### config.mk
export PLATFORM = sky130hd
export DESIGN_NAME = uart_rx_fifo
export DESIGN_NICKNAME = d
export VERILOG_FILES = /design/src/rtl/uart_rx_fifo.sv
export SDC_FILE = /design/constraint.sdc
export NUM_CORES = 1
export LEC_CHECK = 0
export CAP_MARGIN = 10
export CORE_AREA = 3 3 158 160
export CTS_CLUSTER_SIZE = 20
export DETAILED_ROUTE_END_ITERATION = 10
export DIE_AREA = 0 0 161 163
export GPL_TIMING_DRIVEN = 0
export PLACE_DENSITY = 0.51
export SYNTH_ARGS = -nofsm -noshare
export SYNTH_HDL_FRONTEND = slang
export SYNTH_SLANG_ARGS = --single-unit
### constraint.sdc
create_clock -name clk -period 4.2 [get_ports clk]
set_input_delay 0.63 -clock clk [delete_from_list [all_inputs] [get_ports clk]]
set_output_delay 0.63 -clock clk [all_outputs]
set_load 0.03 [all_outputs]
### src/rtl/uart_rx_fifo.sv
// Receive FIFO behind a UART receiver: buffers {rx_error, rx_data} entries for a consumer
// with registered pop output, occupancy count and a sticky overrun flag.
module uart_rx_fifo #(
  parameter int unsigned DEPTH = 16,
  parameter int unsigned AW    = 4
) (
  input  logic          clk,
  input  logic          rst_n,
  input  logic [7:0]    rx_data,
  input  logic          rx_done,
  input  logic          rx_error,
  input  logic          rd_en,
  output logic [7:0]    rd_data,
  output logic          rd_err,
  output logic          rd_valid,
  output logic          empty,
  output logic          full,
  output logic [AW:0]   count,
  output logic          overrun,
  input  logic          overrun_clr
);

  localparam logic [AW:0] FullCount = (AW+1)'(DEPTH);

  logic [8:0]    mem [DEPTH];
  logic [AW-1:0] wr_ptr_q, rd_ptr_q;
  logic [AW:0]   count_q, count_d;
  logic [7:0]    rd_data_q;
  logic          rd_err_q, rd_valid_q, overrun_q, overrun_d;
  logic          do_write, do_read, lost_byte;

  assign empty = (count_q == '0);
  assign full  = (count_q == FullCount);

  // A full FIFO still accepts a byte when a pop frees a slot in the same cycle.
  assign do_read   = rd_en && !empty;
  assign do_write  = rx_done && (!full || rd_en);
  assign lost_byte = rx_done && full && !rd_en;

  always_comb begin
    count_d = count_q;
    unique case ({do_write, do_read})
      2'b10:   count_d = count_q + 1'b1;
      2'b01:   count_d = count_q - 1'b1;
      default: count_d = count_q;
    endcase
  end

  // A new loss wins over a coincident clear.
  always_comb begin
    overrun_d = overrun_q;
    if (overrun_clr) overrun_d = 1'b0;
    if (lost_byte)   overrun_d = 1'b1;
  end

  always_ff @(posedge clk) begin
    if (do_write) mem[wr_ptr_q] <= {rx_error, rx_data};
  end

  always_ff @(posedge clk or negedge rst_n) begin
    if (!rst_n) begin
      wr_ptr_q   <= '0;
      rd_ptr_q   <= '0;
      count_q    <= '0;
      rd_data_q  <= 8'h00;
      rd_err_q   <= 1'b0;
      rd_valid_q <= 1'b0;
      overrun_q  <= 1'b0;
    end else begin
      count_q    <= count_d;
      overrun_q  <= overrun_d;
      rd_valid_q <= do_read;
      if (do_write) wr_ptr_q <= wr_ptr_q + 1'b1;
      if (do_read) begin
        rd_ptr_q  <= rd_ptr_q + 1'b1;
        rd_data_q <= mem[rd_ptr_q][7:0];
        rd_err_q  <= mem[rd_ptr_q][8];
      end
    end
  end

  assign count    = count_q;
  assign rd_data  = rd_data_q;
  assign rd_err   = rd_err_q;
  assign rd_valid = rd_valid_q;
  assign overrun  = overrun_q;

endmodule

**Word-level counts from Yosys, hierarchy flattened**

Memory sizes are Yosys's and may differ from the RTL's. A register that Yosys moved wholly into a read port is not among the register bits.
Index checks and enable logic that the tools add are counted.

- Word-level logic and storage cells: 30
- Memories: 1
- Register bits after elaboration: 15
- Memory bits (writable): 144

- $add $sub $neg: 4
- Mux-type cells: 5
- Reductions and logical operators: 12
- Eq/ne operators: 3

Memory list:

| memory | words | width | read ports | clocked after memory_dff | wr ports | RTL line | RTL |
|---|---|---|---|---|---|---|---|
| mem | 16 | 9 | 1 | 1 | 1 | 25 | `logic [8:0] mem [DEPTH];` |

Operators with widths:

| kind | count |
|---|---|
| 5-bit one-hot mux with 2 select lines | 1 |
| 4-bit by 1-bit adder with 4-bit output (second input constant) | 2 |
| 5-bit by 1-bit adder with 5-bit output (second input constant) | 1 |
| 5-bit equality test (second input constant) | 1 |
| 5-bit logical NOT | 1 |
| 5-bit by 1-bit subtractor with 5-bit output (second input constant) | 1 |
| 1-bit logical AND | 4 |
| 1-bit logical NOT | 4 |
| 1-bit two-way mux | 4 |
| 2-bit nonzero test | 2 |
| 2-bit by 1-bit equality test with 1-bit output (second input constant) | 1 |
| 2-bit equality test (second input constant) | 1 |
| 1-bit logical OR | 1 |

**Longest topological paths before layout**

Gate-level depths: netlist of the first run.

- Depth in word-level cells: 6
- Depth in mapped cells: 9
- Gate-level depth less buffers: 9

**Least setup slack after synthesis of the first run**

No wires, ideal clock.

- Path kind: reg-to-reg
- Start point: register count_q[0] (netlist: count[0])
- End point: register count_q[4] (netlist: count[4])
- Clock period less this slack: 2786 ps
- Cell stages (with the launch flop): 10
- Path buffers: 0
- Slack: 1414 ps
- Library setup time: 136 ps
- Required time: 4064 ps
- Data arrival time: 2650 ps
- Cells stage by stage: dfrtp_1 -> or4_1 -> o21ai_1 -> inv_2 -> ha_1 -> fa_1 -> a21o_1 -> a21oi_1 -> mux2i_1 -> xnor2_1

- Elaborated cells on any way between the ends: 13
- Classes of those cells: add/sub: 2; eq/ne: 3; mux: 1; reduce/logical: 7

RTL lines:

| item | RTL line | RTL |
|---|---|---|
| start: declaration | 27 | `logic [AW:0] count_q, count_d;` |
| start signal: assignment | 70 | `count_q <= count_d;` |
| 5-bit logical NOT * | 32 | `assign empty = (count_q == '0);` |
| 1-bit logical NOT * | 36 | `assign do_read = rd_en && !empty;` |
| 1-bit logical AND * | 36 |  |
| via do_read | 30 | `logic do_write, do_read, lost_byte;` |
| 2-bit by 1-bit equality test with 1-bit output / 2-bit equality test (equally long branches) | 42 | `unique case ({do_write, do_read})` |
| 5-bit one-hot mux with 2 select lines / 2-bit nonzero test (equally long branches) | -- |  |

Mark *: on every way through the listed nets, which the timed path passes. The rest lies on a longest branch.
A chain may end at the register's enable or synchronous reset.

**Worst setup path in the final report of the first run**

- Start point: input port rd_en
- End point: register count_q[4] (netlist: count[4])

- Cells in the longest elaborated chain, start to end: 4
- Elaborated cells on any way between the ends: 7
- Classes of those cells: eq/ne: 2; mux: 1; reduce/logical: 4

RTL lines:

| item | RTL line | RTL |
|---|---|---|
| start: declaration | 12 | `input logic rd_en,` |
| 1-bit logical OR | 37 | `assign do_write = rx_done && (!full \|\| rd_en);` |
| 1-bit logical AND | 37 |  |
| 2-bit by 1-bit equality test with 1-bit output / 2-bit equality test (equally long branches) | 42 |  |
| 5-bit one-hot mux with 2 select lines / 2-bit nonzero test (equally long branches) | -- |  |

Parallel ways exist; a longest one is shown, timed or not.

==> flow_summary.ini, run 1 <==
[clocking]
clk_latency_ns = 0.42
cts.sinks = 168
cts_tree = yes
cts-root-buf = clkbuf_16
cts_htree_levels = 4
postCtsHoldBufs = 0
ctsResizeCount = 0
cts_max_path_buffers = 2
cts.clk_slew.worst_paths_ns = 0.06
cts_made_buffers = 17
postCtsSetupRepairBufs = 0

[worst_setup_path]
criticalPathCategory = input port to flop
cp_cell_sequence = clkdlybuf4s50_1 -> inv_1 -> a31oi_1 -> inv_1 -> ha_1 -> fa_1 -> a21o_1 -> a21oi_1 -> mux2i_1 -> xnor2_1
path_max_fanout = 9
cpPeakStageDelay_ns = 0.56
arrival_ns = 3.34
crit_buf_inv = 3
reg2regPathDepth = 9
start_kind = input port
cpMostUsedCell = inv_1
critPathRequiredTime_ns = 4.54
crit_path_start = rd_en
r2r_start = count[0]$_DFFE_PN0P_
cp-end-kind = flop
r2r_end = count[4]$_DFFE_PN0P_
crit_family = compound AO/OA/AOI/OAI gates
r2r_setup_slack_ns = 1.31
slowest_stage = a31oi_1

[run_status]
status = finished clean

[layout]
nets = 413
stdcell_count = 721
area_growth_pct = 20.2
num_antenna_cells = 0
fin_util_pct = 33.8
drive_gt1_share_pct = 21.1
stdcell_area_sq_mm = 0.00796

[pwr]
total_power_mw = 5.52
comb_power_share_pct = 31.7
power_leakage_nw = 2.66
switching_power_mw = 1.80
vdd_ir_drop_max_mv = 0.250
swShare_pct = 32.5
clkPwrFrac_pct = 28.4
power_density_mw_per_mm2 = 694
seqPwrFrac_pct = 39.9
p_int_mw = 3.72

[global_routing]
grt_max_degree = 25
antenna_found_initial = 0
grt.total_usage_pct = 11.5
grt_overflow = 0
first_global_vias = 3399
grt_pass1_wl_um = 21700

[floorplan]
initial_core_util_pct = 28.1
core_area_sq_mm = 0.0235
die_w_um = 161
io_pins = 32
die_h_um = 163
die-area_sq_mm = 0.0262
row_count = 56

[timing]
finClkSkew_ns = 0.00852
fin_crit_sh_pct = 71.5
holdWs_ns = 0.482
finalSetupViolCount = 0
rsz0062_at_grt = no
maxSlewViolCount = 0
finalHoldViolCount = 0
max-slew-margin-rel_pct = 35.9
fin_ws_ns = 1.20
fmax_mhz = 333
fin_setup_tns_ns = 0
period_needed_ns = 3.00
worstMarginPinSlew_ns = 0.958

[hold_path]
hold_depth = 1
holdPathEnd = rd_data[2]$_DFFE_PN0P_
hp-class = flop to flop
hp-start = rd_data[2]$_DFFE_PN0P_

[drt]
ant_nets = 0
first_pass_iters = 4
vias_per_cell = 4.48
wl_per_cell_um = 20.0
drt_iter0_drc = 245
vias = 3232
finalWirelength_um = 14400
drc = 0

[synth]
synth.avg_cell_area_sq_um = 19.6
ys_types = 33
seq_area_frac_synth_pct = 74.4
synth_area_sq_mm = 0.00662
syn_inst = 337
synth_warnings = 0
synth_nets = 361
ys_ff_latch = 168

[place]
io_buffers = 31
place_ws_ns = 0.757
routabilityCongestion = 0.756
dpl.cell_count = 688
placed_area_sq_mm = 0.00735
hpwl_um = 9390

[flow_run]
maxCapViolations = 0
==> routing by layer <==
| metal | vias up | track usage [%] | share of wire (%) | routed length, um |
|---|---|---|---|---|
| met5 | - | 0 | 0 | 0 |
| met4 | 0 | 3.95 | 1.8 | 260 |
| met3 | 14 | 2.90 | 4.6 | 655 |
| met2 | 82 | 17.6 | 46 | 6650 |
| met1 | 1687 | 16.1 | 47 | 6830 |
| li1 | 1449 | - | - | - |
==> state kept, by name, summed over array words and instances (netlist names) <==
register  flops
count         5
mem         144
overrun       1
rd_data       8
rd_err        1
rd_ptr_q      4
rd_valid      1
wr_ptr_q      4
==> power by group through the flow <==
stage,combinational [mW],sequential [mW],clock (mW)
5_1_grt,1.90,2.24,1.67
2_1_floorplan,1.05,2.34,0
3_3_place_gp,1.75,2.23,0
3_5_place_dp,1.78,2.24,0
4_1_cts,1.78,2.21,1.60
6_report,1.75,2.20,1.57
==> worst max path at each step <==
| stage | to | slack, ns | depth (start not counted) |
|---|---|---|---|
| 2_1_floorplan | count[4]$_DFFE_PN0P_ | 1.41 | 9 |
| 3_3_place_gp | mem[3][0]$_DFFE_PP_ | 0.44 | 5 |
| 3_5_place_dp | count[4]$_DFFE_PN0P_ | 0.76 | 10 |
| 4_1_cts | count[4]$_DFFE_PN0P_ | 1.19 | 10 |
| 5_1_grt | count[4]$_DFFE_PN0P_ | 0.97 | 10 |
| 6_report | count[4]$_DFFE_PN0P_ | 1.20 | 10 |
==> final cells by class <==
class	count	area, sq um
plain buffers	17	86.3
clock inverters	14	163
repair buffers	33	333
fillers	2289	15600
inverters	8	30.0
clock buffers	18	429
multi-input cells	144	1590
well taps	319	399
flip-flops and latches	168	4920
==> cells by family (layout without fill, tap and decap cells) <==
kind of cell	Yosys count	count (layout)	synth area share [%]
XOR/XNOR	10	10	1.32
multiplexers	47	47	14.1
AND/OR/NAND/NOR	43	43	2.87
adder cells (fa/ha/maj)	10	10	2.00
flip-flops	168	168	74.4
buffers and inverters	25	90	1.76
AO/OA/AOI/OAI	34	34	3.48
==> placed cells by master (no fill, tap or decap), types with 9 or more instances in the layout <==
cell type        netlist  routed
a21o_1                10      10
buf_2                  9       9
clkbuf_16              0      17
clkdlybuf4s50_1        0      31
dfrtp_1               24      24
edfxtp_1             144     144
ha_1                   9       9
mux2i_1                9       9
mux4_2                37      37
nand2_1               16      16
nor2_1                14      14
xnor2_1                9       9
==> Yosys cell counts <==
| library cell | instances | area (sq um) |
|---|---|---|
| a211oi_1 | 8 | 60.1 |
| a21o_1 | 10 | 75.1 |
| a21oi_1 | 2 | 10.0 |
| a31oi_1 | 1 | 6.26 |
| buf_1 | 3 | 11.3 |
| buf_2 | 9 | 45.0 |
| buf_4 | 1 | 7.51 |
| buf_6 | 1 | 11.3 |
| clkbuf_1 | 3 | 11.3 |
| dfrtp_1 | 24 | 601 |
| edfxtp_1 | 144 | 4320 |
| fa_1 | 1 | 20.0 |
| ha_1 | 9 | 113 |
| inv_1 | 7 | 26.3 |
| inv_2 | 1 | 3.75 |
| mux2_2 | 1 | 11.3 |
| mux2i_1 | 9 | 90.1 |
| mux4_2 | 37 | 833 |
| nand2_1 | 16 | 60.1 |
| nand2b_1 | 3 | 18.8 |
| nand4_1 | 2 | 12.5 |
| nor2_1 | 14 | 52.6 |
| nor2b_1 | 1 | 6.26 |
| nor3_1 | 4 | 20.0 |
| nor4_1 | 1 | 6.26 |
| o21ai_0 | 2 | 10.0 |
| o21ai_1 | 2 | 10.0 |
| o22ai_1 | 8 | 50.1 |
| o32ai_1 | 1 | 8.76 |
| or2_1 | 1 | 6.26 |
| or4_1 | 1 | 7.51 |
| xnor2_1 | 9 | 78.8 |
| xor2_1 | 1 | 8.76 |
(Power assumes the default switching activity.)
==> run 2: changes to the inputs <==
==> constraint.sdc (replaced) <==
create_clock -name clk -period 3 [get_ports clk]
set_input_delay 0.45 -clock clk [delete_from_list [all_inputs] [get_ports clk]]
set_output_delay 0.45 -clock clk [all_outputs]
set_load 0.03 [all_outputs]
==> run 2 against run 1 <==
  * Sequential cell count unchanged
  * Sequential power up 40%
  * Final cell count unchanged
  * Critical path depth down 1
  * Core utilization up 0.053 points
  * Critical path type is now flop to flop
  * Register-to-register slack worse by 1.1 ns
  * Largest cell class unchanged
  * Routed wire length down 0.40%
  * Power up 40%
  * Cell area up 0.16%
==> flow_summary.ini, run 2 (synthesized netlist as in run 1, its figures left out) <==
[global_routing]
grt.total_usage_pct = 11.5
grt_pass1_wl_um = 21700
antenna_found_initial = 0
first_global_vias = 3399
grt_max_degree = 25
grt_overflow = 0

[flow_run]
maxCapViolations = 0

[worst_setup_path]
cpPeakStageDelay_ns = 0.59
cp_cell_sequence = or4_1 -> o21ai_2 -> inv_2 -> ha_2 -> fa_1 -> a21o_1 -> a21oi_1 -> mux2i_1 -> xnor2_1
critPathRequiredTime_ns = 3.34
cp-end-kind = flop
crit_path_start = count[0]$_DFFE_PN0P_
crit_buf_inv = 1
slowest_stage = or4_1
r2r_start = count[0]$_DFFE_PN0P_
path_max_fanout = 6
criticalPathCategory = flop to flop
arrival_ns = 3.13
crit_family = adder cells
start_kind = flop

[floorplan]
row_count = 56
initial_core_util_pct = 28.1
core_area_sq_mm = 0.0235
die_w_um = 161
die-area_sq_mm = 0.0262
die_h_um = 163
io_pins = 32

[pwr]
seqPwrFrac_pct = 40.0
comb_power_share_pct = 31.7
vdd_ir_drop_max_mv = 0.351
p_int_mw = 5.21
swShare_pct = 32.5
power_leakage_nw = 2.66
total_power_mw = 7.73
power_density_mw_per_mm2 = 970
switching_power_mw = 2.51
clkPwrFrac_pct = 28.3

[timing]
fin_crit_sh_pct = 93.1
finalSetupViolCount = 0
period_needed_ns = 2.79
rsz0062_at_grt = no
maxSlewViolCount = 0
worstMarginPinSlew_ns = 0.967
max-slew-margin-rel_pct = 35.3
fin_setup_tns_ns = 0
fmax_mhz = 358
finClkSkew_ns = 0.00918
finalHoldViolCount = 0

[place]
placed_area_sq_mm = 0.00735
routabilityCongestion = 0.756
hpwl_um = 9390
io_buffers = 31

[layout]
nFillCells = 2288
num_antenna_cells = 0
stdcell_area_sq_mm = 0.00797
nets = 413
area_growth_pct = 20.4
layout_commonest_cell = edfxtp_1
largest_reg_flops = 144
top_register = mem
final_cell_mix = edfxtp_1, mux4_2, clkdlybuf4s50_1, dfrtp_1, clkbuf_16
drive_gt1_share_pct = 21.9

[clocking]
cts.clk_slew.worst_paths_ns = 0.07
cts_htree_levels = 4
cts_made_buffers = 17
clk_latency_ns = 0.42
cts.sinks = 168
postCtsSetupRepairBufs = 0
cts_tree = yes
cts-root-buf = clkbuf_16
cts_max_path_buffers = 2

[drt]
first_pass_iters = 4
wl_per_cell_um = 19.9
finalWirelength_um = 14300
vias_per_cell = 4.45
vias = 3208
drc = 0
drt_iter0_drc = 243
ant_nets = 0

[run_status]
status = finished clean

[hold_path]
hp-class = input port to asynchronous set/reset pin
## run 2: cell count changes in the layout (fill, tap and decap cells not counted)
cell and change:
a31oi_1 -1, a31oi_2 +1, ha_1 -1, ha_2 +1
o21ai_1 -1, o21ai_2 +1
## run 2: metrics by stage
step / util, % / hold WS [ns] / worst slack, ns / cells
finish: 33.8 / 0.428 / 0.208 / 721
global route: 33.8 / 0.467 / 0.0190 / 721
CTS: 33.7 / 0.490 / 0.0619 / 720
detailed placement: 31.2 / 0.476 / -0.263 / 688
global placement: 31.1 / 0.464 / -0.578 / 687
floorplan: - / 0.154 / 0.214 / 337
## run 2: area by class of cell
| cell class | count | area [sq um] | area share, % |
|---|---|---|---|
| Sequential cell | 168 | 4920 | 61.8 |
| Multi-Input combinational cell | 144 | 1600 | 20.1 |
| Clock buffer | 18 | 429 | 5.39 |
| Tap cell | 319 | 399 | 5.01 |
| Timing Repair Buffer | 33 | 333 | 4.18 |
| Clock inverter | 14 | 163 | 2.04 |
| Buffer | 17 | 86.3 | 1.08 |
| Inverter | 8 | 30.0 | 0.377 |
## run 2: timing repair
action,4_1_cts,5_1_grt
hold buffers,0,0
gates resized for setup,0,3
setup endpoints to repair,0,69
## run 2: path summary, 6_finish.rpt
kind                            cells after the start  slack, ns                      to
worst min-delay path                                1       0.43      rd_err$_DFFE_PN0P_
worst max register to register                      9       0.21    count[4]$_DFFE_PN0P_
max in group asynchronous                           2       2.05    count[4]$_DFFE_PN0P_
worst max-delay path                                9       0.21    count[4]$_DFFE_PN0P_
worst min register to register                      1       0.48  rd_data[2]$_DFFE_PN0P_
min in group clk                                    1       0.48  rd_data[2]$_DFFE_PN0P_
## run 2: worst register-to-register path, cell delays in order, from the launching register on
cell and delay [ns]:
dfrtp_1 0.46, or4_1 0.59, o21ai_2 0.16, inv_2 0.10
ha_2 0.23, fa_1 0.42, a21o_1 0.20, a21oi_1 0.18
mux2i_1 0.24, xnor2_1 0.14
## run 2: power groups by stage
stage               registers, mW  clock network, mW  logic [mW]
global placement             3.13                  0        2.44
detailed placement           3.14                  0        2.49
CTS                          3.10               2.23        2.49
finish                       3.09               2.19        2.45
global route                 3.13               2.34        2.66
floorplan                    3.27                  0        1.46
## run 2: layer usage
metal / vias up / global-route usage, % / wire length, um
met1: 1663 / 16.1 / 6500
met3: 15 / 2.90 / 863
met4: 0 / 3.95 / 260
met2: 78 / 17.6 / 6710
li1: 1452 / - / -
met5: - / 0 / 0
==> run 3: changes to the inputs <==
--- a/config.mk
+++ b/config.mk
@@ -6,10 +6,10 @@
 export NUM_CORES = 1
 export LEC_CHECK = 0
 export CAP_MARGIN = 10
-export CORE_AREA = 3 3 158 160
+export CORE_AREA = 3 3 222 115
 export CTS_CLUSTER_SIZE = 20
 export DETAILED_ROUTE_END_ITERATION = 10
-export DIE_AREA = 0 0 161 163
+export DIE_AREA = 0 0 225 118
 export GPL_TIMING_DRIVEN = 0
 export PLACE_DENSITY = 0.51
 export SYNTH_ARGS = -nofsm -noshare
==> run 3 against run 2 <==
  * Clock skew down 0.00064 ns
  * Final cell count down 0.28%
  * Register-to-register slack worse by 0.04 ns
  * Power down 2.9%
  * Sequential share of layout area up 0.084 points
  * Largest power group unchanged
==> flow_summary.ini, run 3 (synthesized netlist as in run 1, its figures left out) <==
[run_status]
status = finished clean

[global_routing]
grt_overflow = 0
grt_max_degree = 25
first_global_vias = 3332
grt_pass1_wl_um = 21200
antenna_found_initial = 0
grt.total_usage_pct = 11.2

[clocking]
postCtsSetupRepairBufs = 0
clk_latency_ns = 0.43
cts-root-buf = clkbuf_16
cts.sinks = 168
cts_htree_levels = 4
cts.clk_slew.worst_paths_ns = 0.06
ctsResizeCount = 0
cts_tree = yes
postCtsHoldBufs = 0
cts_max_path_buffers = 2
cts_made_buffers = 17

[layout]
layout_commonest_cell = edfxtp_1
nets = 415
drive_gt1_share_pct = 22.3
multi_input_area_sq_mm = 0.00161
num_antenna_cells = 0
fin_util_pct = 33.5
top_register = mem
stdcell_area_sq_mm = 0.00796
final_cell_mix = edfxtp_1, mux4_2, clkdlybuf4s50_1, dfrtp_1, clkbuf_16
area_growth_pct = 20.3
largest_reg_flops = 144
register_area_sq_mm = 0.00493
nFillCells = 2261
stdcell_count = 719

[worst_setup_path]
r2r_setup_slack_ns = 0.17
cp-end-kind = flop
arrival_ns = 3.18
critPathRequiredTime_ns = 3.35
start_kind = flop
path_max_fanout = 6
criticalPathCategory = flop to flop

[drt]
drc = 0
drt_iter0_drc = 193
vias_per_cell = 4.37
finalWirelength_um = 14000
ant_nets = 0
first_pass_iters = 4
wl_per_cell_um = 19.5
vias = 3142

[floorplan]
initial_core_util_pct = 27.8
die_h_um = 118
core_area_sq_mm = 0.0238
row_count = 40
die-area_sq_mm = 0.0266
die_w_um = 225
io_pins = 32

[timing]
fmax_mhz = 353
max-slew-margin-rel_pct = 22.4
fin_setup_tns_ns = 0
finClkSkew_ns = 0.00854
holdWs_ns = 0.313
maxSlewViolCount = 0
finalHoldViolCount = 0
worstMarginPinSlew_ns = 1.16
fin_ws_ns = 0.168
period_needed_ns = 2.83
rsz0062_at_grt = no
fin_crit_sh_pct = 94.4
finalSetupViolCount = 0

[pwr]
power_leakage_nw = 2.66
vdd_ir_drop_max_mv = 0.361
total_power_mw = 7.51
power_density_mw_per_mm2 = 943

[place]
io_buffers = 31
hpwl_um = 9020
place_ws_ns = -0.263
routabilityCongestion = 0.724
dpl.cell_count = 686
placed_area_sq_mm = 0.00737

[hold_path]
hp-class = input port to asynchronous set/reset pin

[flow_run]
maxCapViolations = 0
## run 3: path summary, 6_finish.rpt
kind,start,end,cells after the start
worst max-delay path,count[0]$_DFFE_PN0P_,count[4]$_DFFE_PN0P_,9
worst min-delay path,rst_n,count[4]$_DFFE_PN0P_,1
worst max register to register,count[0]$_DFFE_PN0P_,count[4]$_DFFE_PN0P_,9
worst min register to register,rd_data[0]$_DFFE_PN0P_,rd_data[0]$_DFFE_PN0P_,1
max in group asynchronous,rst_n,rd_data[6]$_DFFE_PN0P_,2
min in group clk,rd_data[0]$_DFFE_PN0P_,rd_data[0]$_DFFE_PN0P_,1
## run 3: layout make-up
class / count / area share [%]
flip-flops and latches: 168 / 61.9
multi-input cells: 144 / 20.2
clock buffers: 17 / 5.35
well taps: 315 / 4.95
repair buffers: 35 / 4.67
clock inverters: 15 / 1.51
plain buffers: 17 / 1.08
inverters: 8 / 0.377
## run 3: power by group
group	leakage, nW	switching, mW	internal (mW)	total (mW)
logic	0.817	1.35	1.07	2.42
clock network	0.258	0.937	1.07	2.01
registers	1.59	0.177	2.90	3.08
total	2.66	2.46	5.04	7.51
## run 3: critical path: stages (launching register included)
cell	delay, ns
dfrtp_2	0.46
or4_1	0.58
o21ai_2	0.17
inv_2	0.10
ha_1	0.28
fa_1	0.42
a21o_1	0.20
a21oi_1	0.19
mux2i_1	0.23
xnor2_1	0.13
## run 3: per-layer routing
layer | part of all wire, % | global-route usage (%) | vias up
met5 | 0 | 0 | -
met2 | 47 | 17.4 | 35
met4 | 1.4 | 4.04 | 0
met1 | 49 | 15.2 | 1634
met3 | 2.6 | 2.87 | 16
li1 | - | - | 1457
==> RTL edit: new RTL, flow settings as in run 2 <==
Register the output `overrun` once more, cleared by the reset; this adds one clock of latency there. The other outputs are not delayed to match. Comments in the files are not updated.
--- a/src/rtl/uart_rx_fifo.sv
+++ b/src/rtl/uart_rx_fifo.sv
@@ -83,7 +83,13 @@
   assign rd_data  = rd_data_q;
   assign rd_err   = rd_err_q;
   assign rd_valid = rd_valid_q;
-  assign overrun  = overrun_q;
+  always_ff @(posedge clk or negedge rst_n) begin
+    if (!rst_n) begin
+      overrun <= '0;
+    end else begin
+      overrun <= overrun_q;
+    end
+  end
 
 endmodule
 
Formal check against the unedited RTL: no difference found for any inputs over 10 cycles, from zero or initial values and one cycle with rst_n low; that may be too few to reach the edited logic, so the function may still have changed.
==> RTL edit against run 2 <==
  * Total power rose by 1.4%
  * Sequential cell count rose by 1
  * Design area is 0.50% higher
  * Synthesized cell count increased by 0.30%
  * Synthesized area is 0.38% higher
  * Routed wire length fell by 1.9%
  * Die area stayed put
  * Setup slack got worse by 11 ps
  * First-iteration DRC count up 12%
  * Largest cell class unchanged
==> RTL edit: results (changes against run 2) <==
dpl ws=-468 ps (was -263 ps); largest net degree at the start of global routing=26 (was 25); Mean Syn Cell Area=19.6 um^2 (about the same); Post-DP Area=7370 um^2 (was 7350 um^2); fmax=0.357 GHz (was 0.358 GHz); HPWL after DPL=9160 um (was 9390 um); status=finished clean (unchanged); drt first pass iters=5 (was 4); compound-cell area share of the yosys netlist=3.47% (was 3.48%); via/cell ratio=4.52 (was 4.45); Worst Tran Pin Value=1020 ps (was 967 ps); Comb power frac=31.1% (was 31.7%); Total GRT Usage=11.2% (was 11.5%); Power per Cell Area=978 nW/um^2 (was 970 nW/um^2); Max IR drop VDD=0.389 mV (was 0.351 mV); P_int=0.00538 W (was 0.00521 W); Critical Path AT=3140 ps (was 3130 ps); share of layout cells above drive strength 1=22.4% (was 21.9%); ys async rst share=14.8% (was 14.3%); post-synthesis net count=362 (was 361); Synth top cells by count=144 x edfxtp_1, 37 x mux4_2, 25 x dfrtp_1 (was 144 x edfxtp_1, 37 x mux4_2, 24 x dfrtp_1); sequential power=0.00310 W (was 0.00309 W); Routed WL per cell=19.5 um (was 19.9 um); vias in the first global route=3451 (was 3399); top cells by area, synth=edfxtp_1 65%, mux4_2 13%, dfrtp_1 9.4% (was edfxtp_1 65%, mux4_2 13%, dfrtp_1 9.1%)
==> RTL edit: cell count changes in the layout (fill, tap and decap cells not counted), sizes merged <==
| cell | delta |
|---|---|
| buf | -1 |
| bufinv | +2 |
| clkbuf | -1 |
| clkdlybuf4s50 | -1 |
| clkinv | +4 |
| clkinvlp | -1 |
| dfrtp | +1 |
| inv | -4 |
==> RTL edit: layer usage <==
layer | track usage, % | vias to the layer above | wire length (um) | part of all wire, %
li1 | - | 1447 | - | -
met1 | 15.5 | 1706 | 6570 | 47
met2 | 17.8 | 85 | 6610 | 47
met3 | 2.42 | 13 | 691 | 4.9
met4 | 3.64 | 0 | 187 | 1.3
met5 | 0 | - | 0 | 0
==> RTL edit: worst min-delay path by stage <==
| stage | from | to | slack (ps) | depth (start not counted) |
|---|---|---|---|---|
| 2_1_floorplan | rst_n | count[0] | 150 | 0 |
| 3_3_place_gp | overrun_q | overrun | 360 | 0 |
| 3_5_place_dp | overrun_q | overrun | 370 | 0 |
| 4_1_cts | overrun_q | overrun | 380 | 0 |
| 5_1_grt | rst_n | overrun | 80 | 1 |
| 6_report | rst_n | rd_valid | 40 | 1 |
==> RTL edit: worst max-delay path: stages, from the launching register on <==
cell and delay (ps):
dfrtp_2 460, or4_1 560, o21ai_1 200, inv_2 120, ha_2 240, fa_1 410
a21o_1 190, a21oi_1 180, mux2i_1 240, xnor2_1 130
==> RTL edit: layout make-up <==
type	instances	area [um^2]
multi-input cells	144	1610
flip-flops and latches	169	4950
well taps	319	399
inverters	8	30.0
clock buffers	17	425
clock inverters	15	200
repair buffers	31	305
fillers	2262	15500
plain buffers	17	86.3
==> RTL edit: timing repair <==
action                     CTS  global route
hold buffers                 0             0
setup endpoints to repair   19             2
gates resized for setup      1             3
pin swaps                    0             0
